<file path="src/rtl/weight_load_ctrl.sv">
// weight_load_ctrl: decodes BIU weight beats into per-group lanes and per-PE tap enables,
// and runs the ping-pong bank fill/full/release control; WLU_ERR_CNT_EN builds the illegal-tap counter.
module weight_load_ctrl #(
  parameter int ARRAY_NUM = 32,
  parameter int GROUP = 4,
  parameter int DATA_W = 32,
  parameter int TAPS = 9,
  parameter int GRP_W = $clog2(ARRAY_NUM / GROUP)
) (
  input  logic                                 clk,
  input  logic                                 rst_n,
  input  logic [31:0]                          weight_waddr,
  input  logic [DATA_W-1:0]                    weight_wdata,
  input  logic                                 weight_valid,
  output logic                                 weight_ready,
  input  logic                                 bank_release,
  output logic [(ARRAY_NUM/GROUP)*DATA_W-1:0]  weight_load,
  output logic [ARRAY_NUM*(TAPS+1)-1:0]        weight_load_en,
  output logic [1:0]                           weight_load_sel,
  output logic [1:0]                           bank_full,
  output logic                                 rd_bank,
  output logic [15:0]                          err_cnt
);
  localparam int NG = ARRAY_NUM / GROUP;
  localparam int EW = TAPS + 1;
  typedef enum logic [1:0] {EMPTY = 2'd0, FILLING = 2'd1, FULL = 2'd2} bank_t;
  bank_t bank_q [2];
  bank_t bank_d [2];
  logic wr_bank_q, wr_bank_d, rd_bank_q, rd_bank_d;
  logic [NG*DATA_W-1:0] load_q, load_d;
  logic [ARRAY_NUM*EW-1:0] en_q, en_d;
  logic [1:0] sel_q, sel_d;
  logic mode, acc, last, bad_tap;
  logic [3:0] tap;
  logic [GRP_W-1:0] grp;
  logic [TAPS-1:0] oh;
  logic [EW-1:0] base;
  logic unused_ok;
  assign mode = weight_waddr[31];
  assign tap = weight_waddr[9:6];
  assign grp = weight_waddr[GRP_W-1:0];
  assign unused_ok = ^{weight_waddr[30:10], weight_waddr[5:4]};
  assign weight_ready = bank_q[wr_bank_q] != FULL;
  assign acc = weight_valid && weight_ready;
  assign bad_tap = tap >= 4'(TAPS);
  assign last = weight_waddr[3:0] == 4'hF && (mode || tap == 4'(TAPS - 1));
  assign oh = bad_tap ? '0 : TAPS'(1) << tap;
  assign base = mode ? {1'b1, {TAPS{1'b0}}} : {1'b0, oh};
  // Release is resolved before the beat so one bank can empty while the other fills up.
  always_comb begin
    bank_d = bank_q;
    rd_bank_d = rd_bank_q;
    wr_bank_d = wr_bank_q;
    if (bank_release && bank_q[rd_bank_q] == FULL) begin
      bank_d[rd_bank_q] = EMPTY;
      rd_bank_d = !rd_bank_q;
    end
    if (acc) begin
      bank_d[wr_bank_q] = last ? FULL : FILLING;
      wr_bank_d = last ? !wr_bank_q : wr_bank_q;
    end
    sel_d = acc ? {wr_bank_q, weight_waddr[3]} : sel_q;
    load_d = acc ? '0 : load_q;
    en_d = '0;
    for (int g = 0; g < NG; g++)
      if (acc && grp == GRP_W'(g)) load_d[g*DATA_W +: DATA_W] = weight_wdata;
    for (int p = 0; p < ARRAY_NUM; p++)
      if (acc && grp == GRP_W'(p / GROUP)) en_d[p*EW +: EW] = base;
  end
  always_ff @(posedge clk or negedge rst_n)
    if (!rst_n) begin
      bank_q <= '{EMPTY, EMPTY};
      wr_bank_q <= 1'b0;
      rd_bank_q <= 1'b0;
      load_q <= '0;
      en_q <= '0;
      sel_q <= '0;
    end else begin
      bank_q <= bank_d;
      wr_bank_q <= wr_bank_d;
      rd_bank_q <= rd_bank_d;
      load_q <= load_d;
      en_q <= en_d;
      sel_q <= sel_d;
    end
  assign weight_load = load_q;
  assign weight_load_en = en_q;
  assign weight_load_sel = sel_q;
  assign bank_full = {bank_q[1] == FULL, bank_q[0] == FULL};
  assign rd_bank = rd_bank_q;
`ifdef WLU_ERR_CNT_EN
  logic [15:0] err_q, err_d;
  assign err_d = (acc && !mode && bad_tap && err_q != 16'hFFFF) ? err_q + 16'd1 : err_q;
  always_ff @(posedge clk or negedge rst_n)
    if (!rst_n) err_q <= '0;
    else err_q <= err_d;
  assign err_cnt = err_q;
`else
  assign err_cnt = '0;
`endif
endmodule

</file>
<file path="config.mk">
export PLATFORM = sky130hd
export DESIGN_NAME = weight_load_ctrl
export DESIGN_NICKNAME = d
export VERILOG_FILES = /design/src/rtl/weight_load_ctrl.sv
export SDC_FILE = /design/constraint.sdc
export NUM_CORES = 1
export LEC_CHECK = 0
export CORE_AREA = 2 2 260 262
export CTS_CLUSTER_DIAMETER = 200
export CTS_CLUSTER_SIZE = 10
export DETAILED_ROUTE_END_ITERATION = 12
export DIE_AREA = 0 0 262 264
export PLACE_DENSITY = 0.52
export SLEW_MARGIN = 40
export SYNTH_ARGS = -nofsm -noshare
export SYNTH_HDL_FRONTEND = slang
export SYNTH_SLANG_ARGS = --single-unit
export TNS_END_PERCENT = 20
</file>
<file path="constraint.sdc">
create_clock -name clk -period 4.7 [get_ports clk]
set_input_delay 0.94 -clock clk [delete_from_list [all_inputs] [get_ports clk]]
set_output_delay 0.94 -clock clk [all_outputs]
set_load 0.03 [all_outputs]
</file>
After elaboration in Yosys (flattened, before gate mapping)
Index checks and enable logic that the tools add are counted.
{ "totals": {"register_bits": 584, "in_bits": 68, "elab_cells": 96} }
{ "classes": {"order_cmp": 5, "n_eq_ne": 13, "n_shift": 1, "mux": 33, "bitwise_logic": 4, "n_reduce_logical": 26} }
{ "ops": {"columns": ["cell", "n"], "rows": [
  ["$mux W256", 1],
  ["$mux W32", 8],
  ["$mux W10", 9],
  ["$mux W2", 9],
  ["$reduce_bool A2 Y1", 8],
  ["$logic_and A1 B1 Y1", 13],
  ["$eq A3 B3 Y1 const B", 4],
  ["$mux W9", 1],
  ["$shl A1 B4 Y9 const A", 1],
  ["$eq A4 B4 Y1 const B", 2],
  ["$mux W4", 2],
  ["$eq A2 B2 Y1 const B", 3],
  ["$eq A3 B2 Y1 const B", 2],
  ["$and A4 B4 Y4", 1],
  ["$bwmux W4", 1],
  ["$demux W2 S1", 2],
  ["$ge A2 B2 Y1 const B", 2],
  ["$ge A4 B4 Y1 const B", 1],
  ["$lt A2 B1 Y1 const B", 2],
  ["$not A1 Y2", 2],
  ["$not A4 Y4", 1],
  ["$eq A3 B1 Y1 const B", 1],
  ["$logic_not A3 Y1", 1],
  ["$logic_not A1 Y1", 2],
  ["other kinds (3)", 3]
]} }

Depth between registers and ports, before layout
Gate-level depths: netlist of the first run.
{ "depth": {"depth_word": 10, "depth_mapped": 7} }

Worst setup path before layout of the first run
OpenSTA, ideal clock, no wires.
{ "synth_timing": {"path_type": "register to output", "startpoint": "reg wr_bank_q", "endpoint": "out weight_ready", "t_arrival_ns": 1.062, "required_ns": 3.760, "slack_ns": 2.698, "path_stages_with_launch": 3, "n_path_buf": 0, "cell_sequence": "dfrtp_1 or3b_1 and2_1"} }
{ "synth_via": {"elab_chain_len": 5} }
{ "synth_lines": {"columns": ["item", "line_no", "source"], "rows": [
  ["from (decl)", "29", "logic wr_bank_q, wr_bank_d, rd_bank_q, rd_bank_d;"],
  ["from (signal assigned)", "80", "wr_bank_q <= wr_bank_d;"],
  ["$not A1 Y2 (not written as such)", "43", "assign weight_ready = bank_q[wr_bank_q] != FULL;"],
  ["$mux W2 (not written as such) (3 in series)", "43", null],
  ["$ne A2 B2 Y1", "43", null],
  ["to (decl)", "15", "output logic weight_ready,"]
]} }
No other way between the ends. The select of a mux whose other input is x is not followed.

Final worst setup path of the first run
Same ends and word-level chain as after synthesis.

==> metrics, run 1 <==
share of layout cells above drive strength 1 4.00%; Setup CP Type flip-flop to output pin; drt pass-1 iters 5; ranking of synthesized cells by area dfrtp_1 58%, buf_4 13%, o31ai_1 11%; core area 66,600 µm²; R2R depth 5; WP data required 3.76 ns; Buffers on Ports around 630; CTS root buf clkbuf_16; Rel. slew slack 45.7%; top cells by instance count after synthesis 366 x nand2_1, 344 x dfrtp_1, 266 x buf_4; arrival time at the worst endpoint about 2.3 ns; nets@finish 1,867; worst min-delay path category input port to asynchronous set/reset pin; top cell type's share of synthesized area 58.0%; Main synth FF type dfrtp_1; fin crit share 68.0%; async set or reset register ratio after synthesis 100%; CP endpoint kind output pin; final wirelength 60,900 µm; CP startpoint kind flip-flop; row cnt 95; top-count cell post-synth nand2_1; vias in the first global route 11,439; Post-CTS Repair Setup Buffers 0; Leakage ~8.7 nW; Sink Count 344; All-Layer GR Usage around 17%; die width 262 µm; worst-case clock buffer depth 3; CTS Buf Count 40; status finished, final reports clean; vias 11,507; Placed Area 20,100 µm²; antenna viol nets, final 0; number of synthesized flops with an enable pin 0; initial DRC count 698; Worst-Skew Late Latency 0.56 ns; r2r startpoint wr_bank_q$_DFFE_PN0P_; drt drc 0; CTS clock-pin slew for the worst setup and hold paths 0.05 ns; Setup TNS Final 0 ns; PostCTS Resize Cnt 0; Yosys reg bits approximately 340; FF-to-FF End weight_load_en[78]$_DFF_PN0_; Worst Max-Slew Pin Slew ~0.81 ns; Max-cap violations 0; average footprint of a synthesized cell 10.2 µm²; RSZ-0062 raised after global routing no; cts hold-fix bufs 0; Routed WL per cell 22.8 µm; initial antenna violation count 5; worst ir drop on vdd 0.196 mV; synth warn 0; vias per inst 4.30; crit path max fanout 7; Setup violations, final 0; H-tree depth 2; Setup crit start wr_bank_q$_DFFE_PN0P_; P&R area growth vs syn 42.4%; Worst R2R Setup Slack 2.31 ns; Max Transition Viols Final 0; io pins ~670; Distinct cells, synth 32; Synth Cell Area 14,800 µm²; GP Congestion 0.781; Seq/Total Area, Yosys between 50 and 60%; post-route cell area 21,100 µm²; power density cells 319 nW/µm²; final setup skew 0.0254 ns; CTS tree yes; final hold violations 0; grt ovf 0; hpwl dp 44,100 µm; crit path time final between 3 and 4 ns; global-route wire length before repair roughly 86,000 µm; die area 69,200 µm²; Fmax around 0.31 GHz; Synth Instances 1,453; initial core utilization 22.3%; largest net degree at the start of global routing 183; post-layout power between 6 and 7 mW; area leader, netlist dfrtp_1; Die Y-Extent 264 µm
## where the power goes
group / total, mW / switching (mW) / internal [mW]
logic: 0.861 / 0.603 / 0.258
registers: 3.12 / 0.0627 / 3.05
clock network: 2.77 / 1.23 / 1.54
total: 6.75 / 1.90 / 4.85
## routing by layer
| layer | global-route usage [%] | wire length (µm) | up-vias |
|---|---|---|---|
| met4 | 5.82 | 1910 | 8 |
| met3 | 5.80 | 5170 | 90 |
| li1 | - | - | 5252 |
| met2 | 30.7 | 31500 | 491 |
| met1 | 18.7 | 22300 | 5666 |
| met5 | 0 | 49 | - |
## worst max path at each step
stage | endpoint | slack, ns | cells after the start
after floorplan | weight_ready | 2.70 | 2
after global placement | weight_load_en[70]$_DFF_PN0_ | 1.52 | 5
after detailed placement | weight_load_en[75]$_DFF_PN0_ | 1.52 | 5
after CTS | weight_ready | 1.46 | 3
after global routing | weight_ready | 1.43 | 3
final | weight_ready | 1.51 | 3
## cell type report
cell class                      instances  area [µm²]
Antenna cell                            1        2.50
Clock buffer                           41        1030
Tap cell                              873        1090
Sequential cell                       344        8610
Clock inverter                          3        26.3
Fill cell                            6744       45400
Timing Repair Buffer                  643        6440
Multi-Input combinational cell        769        3930
Inverter                                1        3.75
## cells in the final DEF, fill, tap and decap left out, types with 2 or more instances in the layout
cell | netlist | routed
and3_2 | 0 | 2
nand2b_4 | 0 | 2
nand2_1 | 366 | 365
nor2_1 | 87 | 87
o31ai_1 | 224 | 224
or3_1 | 5 | 5
clkdlybuf4s50_1 | 0 | 624
o22a_1 | 2 | 2
buf_4 | 266 | 13
nand2b_1 | 5 | 3
clkbuf_16 | 0 | 41
inv_6 | 0 | 2
a21oi_1 | 2 | 2
nor2b_1 | 6 | 6
dfrtp_1 | 344 | 344
conb_1 | 1 | 16
nand3_1 | 37 | 37
buf_12 | 0 | 4
nand3_2 | 3 | 2
## per-stage QoR
stage | setup slack (ns) | std cells | hold slack, ns | utilization [%]
2_1_floorplan | 2.70 | 1468 | 0.476 | -
3_3_place_gp | 1.52 | 2630 | 0.459 | 30.2
3_5_place_dp | 1.52 | 2630 | 0.458 | 30.2
4_1_cts | 1.46 | 2674 | 0.356 | 31.7
5_1_grt | 1.43 | 2675 | 0.406 | 31.7
6_report | 1.51 | 2675 | 0.379 | 31.7
## flip-flops by register name (all words and copies together) (netlist names)
signal	count
weight_load	256
weight_load_en	80
bank_q	4
weight_load_sel	2
rd_bank	1
wr_bank_q	1
## cell families (layout without fill, tap and decap cells)
family,after synthesis,count (layout),share of synthesized area (%)
AO/OA/AOI/OAI,234,234,11.8
buffers and inverters,355,688,16.1
flip-flops,344,344,58.0
other,1,17,0.0253
AND/OR/NAND/NOR,519,519,14.0
## worst max-delay path, cell delays in order, from the launching register on
cell and delay [ns]:
dfrtp_1 0.44, or3b_1 0.44, and2_1 0.20, clkdlybuf4s50_1 0.61
Note: power is estimated with default switching activity, not from simulation.
==> run 2, diff against run 1 <==
--- a/config.mk
+++ b/config.mk
@@ -5,12 +5,12 @@
 export SDC_FILE = /design/constraint.sdc
 export NUM_CORES = 1
 export LEC_CHECK = 0
-export CORE_AREA = 2 2 260 262
+export CORE_AREA = 2 2 261 263
 export CTS_CLUSTER_DIAMETER = 200
 export CTS_CLUSTER_SIZE = 10
 export DETAILED_ROUTE_END_ITERATION = 12
-export DIE_AREA = 0 0 262 264
-export PLACE_DENSITY = 0.52
+export DIE_AREA = 0 0 263 265
+export PLACE_DENSITY = 0.54
 export SLEW_MARGIN = 40
 export SYNTH_ARGS = -nofsm -noshare
 export SYNTH_HDL_FRONTEND = slang
==> constraint.sdc (replaced) <==
create_clock -name clk -period 2.85 [get_ports clk]
set_input_delay 0.57 -clock clk [delete_from_list [all_inputs] [get_ports clk]]
set_output_delay 0.57 -clock clk [all_outputs]
set_load 0.03 [all_outputs]
==> run 2 against run 1 <==
  * First-iteration DRC count is 0.72% higher
  * Sequential power is 65% higher
  * Largest cell class unchanged
  * Setup slack got worse by 1.2 ns
  * Clock-buffer cell count down 1
  * Global-route usage decreased by 0.24 points
  * Register-to-register slack lost 1.6 ns
  * Largest power group unchanged
  * Via count is 0.83% higher
  * Critical path depth decreased by 1
  * Worst hold slack improved by 0.090 ns
  * Sequential cell count unchanged
  * Clock power increased by 60%
==> metrics, run 2 (same netlist as run 1, synthesis figures left out) <==
status finished, final reports clean; final setup skew 0.0218 ns; CP startpoint kind flip-flop; worst min-delay path category flip-flop to flip-flop; Core Util, Final 32.0%; CTS Buf Count 40; CTS tree yes; P&R area growth vs syn 44.0%; nets@finish around 1,900; vias per inst 4.31; commonest non-fill, non-tap cell in the layout clkdlybuf4s50_1; Setup CP Type flip-flop to output pin; RSZ-0062 raised after global routing no; Setup TNS Final 0 ns; Setup violations, final 0; Max Transition Viols Final 0; R2R depth 5; Die Y-Extent roughly 270 µm; power density cells between 500 and 600 nW/µm²; crit path time final 2.58 ns; hpwl dp around 45,000 µm; CTS clock-pin slew for the worst setup and hold paths 0.05 ns; io pins 666; initial DRC count 703; final wirelength 60,700 µm; initial antenna violation count 3; largest net degree at the start of global routing 104; die area 69,700 µm²; Hold Path End weight_load[241]$_DFFE_PN0P_; grt ovf 0; row cnt 95; FF-to-FF End weight_load[86]$_DFFE_PN0P_; arrival time at the worst endpoint 2.01 ns; critical-path cell list nor2b_1, clkdlybuf4s50_1; share of layout cells above drive strength 1 ~4.8%; H-tree depth 2; Sink Count 344; Worst-Skew Late Latency ~0.55 ns; Routed WL per cell around 23 µm; CP endpoint kind output pin; Rel. slew slack 57.2%; die width 263 µm; worst-case clock buffer depth 3; post-layout power 11.0 mW; Buffers on Ports 626; initial core utilization 22.2%; Worst Max-Slew Pin Slew between 0.6 and 0.7 ns; global-route wire length before repair 86,200 µm; most frequent cells in the layout 623 x clkdlybuf4s50_1, 365 x nand2_1, 344 x dfrtp_1, 224 x o31ai_1, 87 x nor2_1; All-Layer GR Usage about 17%; final hold violations 0; Inst Count DP 2,646; Fmax 0.387 GHz; Leakage roughly 9 nW; Max-cap violations 0; drt drc 0; antenna viol nets, final 0; vias in the first global route 11,671; Slowest-stage cell, CP clkdlybuf4s50_1; worst ir drop on vdd 0.321 mV; min-delay src weight_load[241]$_DFFE_PN0P_; Worst R2R Setup Slack ~0.74 ns; crit path max fanout 5; number of flip-flops in the largest register 256; core area 66,800 µm²; drt pass-1 iters 5; WP data required 2.28 ns; hold path cells 2; GP Congestion 0.803; Worst path max stage delay 0.74 ns; r2r startpoint wr_bank_q$_DFFE_PN0P_; hold slack 0.469 ns; fin crit share 90.6%; Non-Filler Instances 2,692; CTS root buf clkbuf_16; vias around 12,000
-- run 2: worst max-delay path by stage --
stage                            endpoint  depth (start not counted)  slack (ns)             startpoint
detailed placement  wr_bank_q$_DFFE_PN0P_                          4        0.34        weight_waddr[7]
floorplan                    weight_ready                          2        1.22  wr_bank_q$_DFFE_PN0P_
finish                       bank_full[1]                          2        0.27    bank_q[1]$_DFF_PN0_
global route                 bank_full[1]                          2        0.14    bank_q[0]$_DFF_PN0_
CTS                          bank_full[1]                          2        0.22    bank_q[1]$_DFF_PN0_
global placement    wr_bank_q$_DFFE_PN0P_                          4        0.35        weight_waddr[6]
-- run 2: timing repair --
item,CTS,global route
endpoints found under the hold margin,3,0
resized for setup,1,0
setup buffers,0,0
endpoints found under the setup margin,1,0
hold buffers,1,0
-- run 2: routing by layer --
metal  up-vias  share of wire [%]  GRT usage [%]
li1       5296                  -              -
met1      5708                 39           19.8
met2       503                 50           29.3
met3        94                7.6           4.98
met4         2                3.4           6.21
met5         -              0.025              0
-- run 2: final cells by class --
class	count	area (µm²)
multi-input cells	769	3930
repair buffers	660	6710
inverters	1	3.75
fillers	6783	45400
clock inverters	3	33.8
well taps	873	1090
diodes	2	5.00
clock buffers	40	1000
flip-flops and latches	344	8610
-- run 2: report_power, final --
group | switching (mW) | leakage, nW | internal, mW
registers | 0.0999 | 4.73 | 5.04
logic | 1.00 | 3.60 | 0.462
clock network | 1.96 | 0.508 | 2.48
total | 3.06 | 8.84 | 7.98
-- run 2: critical path: cells and delay by family (launching register included) --
family,cells,cell delay (ns)
and+or+nand+nor,1,0.35
buffers and inverters,1,0.74
DFF,1,0.38
-- run 2: per-stage QoR --
step / setup slack, ns / cell area (µm²)
detailed placement: 0.341 / 20300
CTS: 0.215 / 21400
global placement: 0.353 / 20300
floorplan: 1.22 / 14900
finish: 0.267 / 21400
global route: 0.139 / 21400
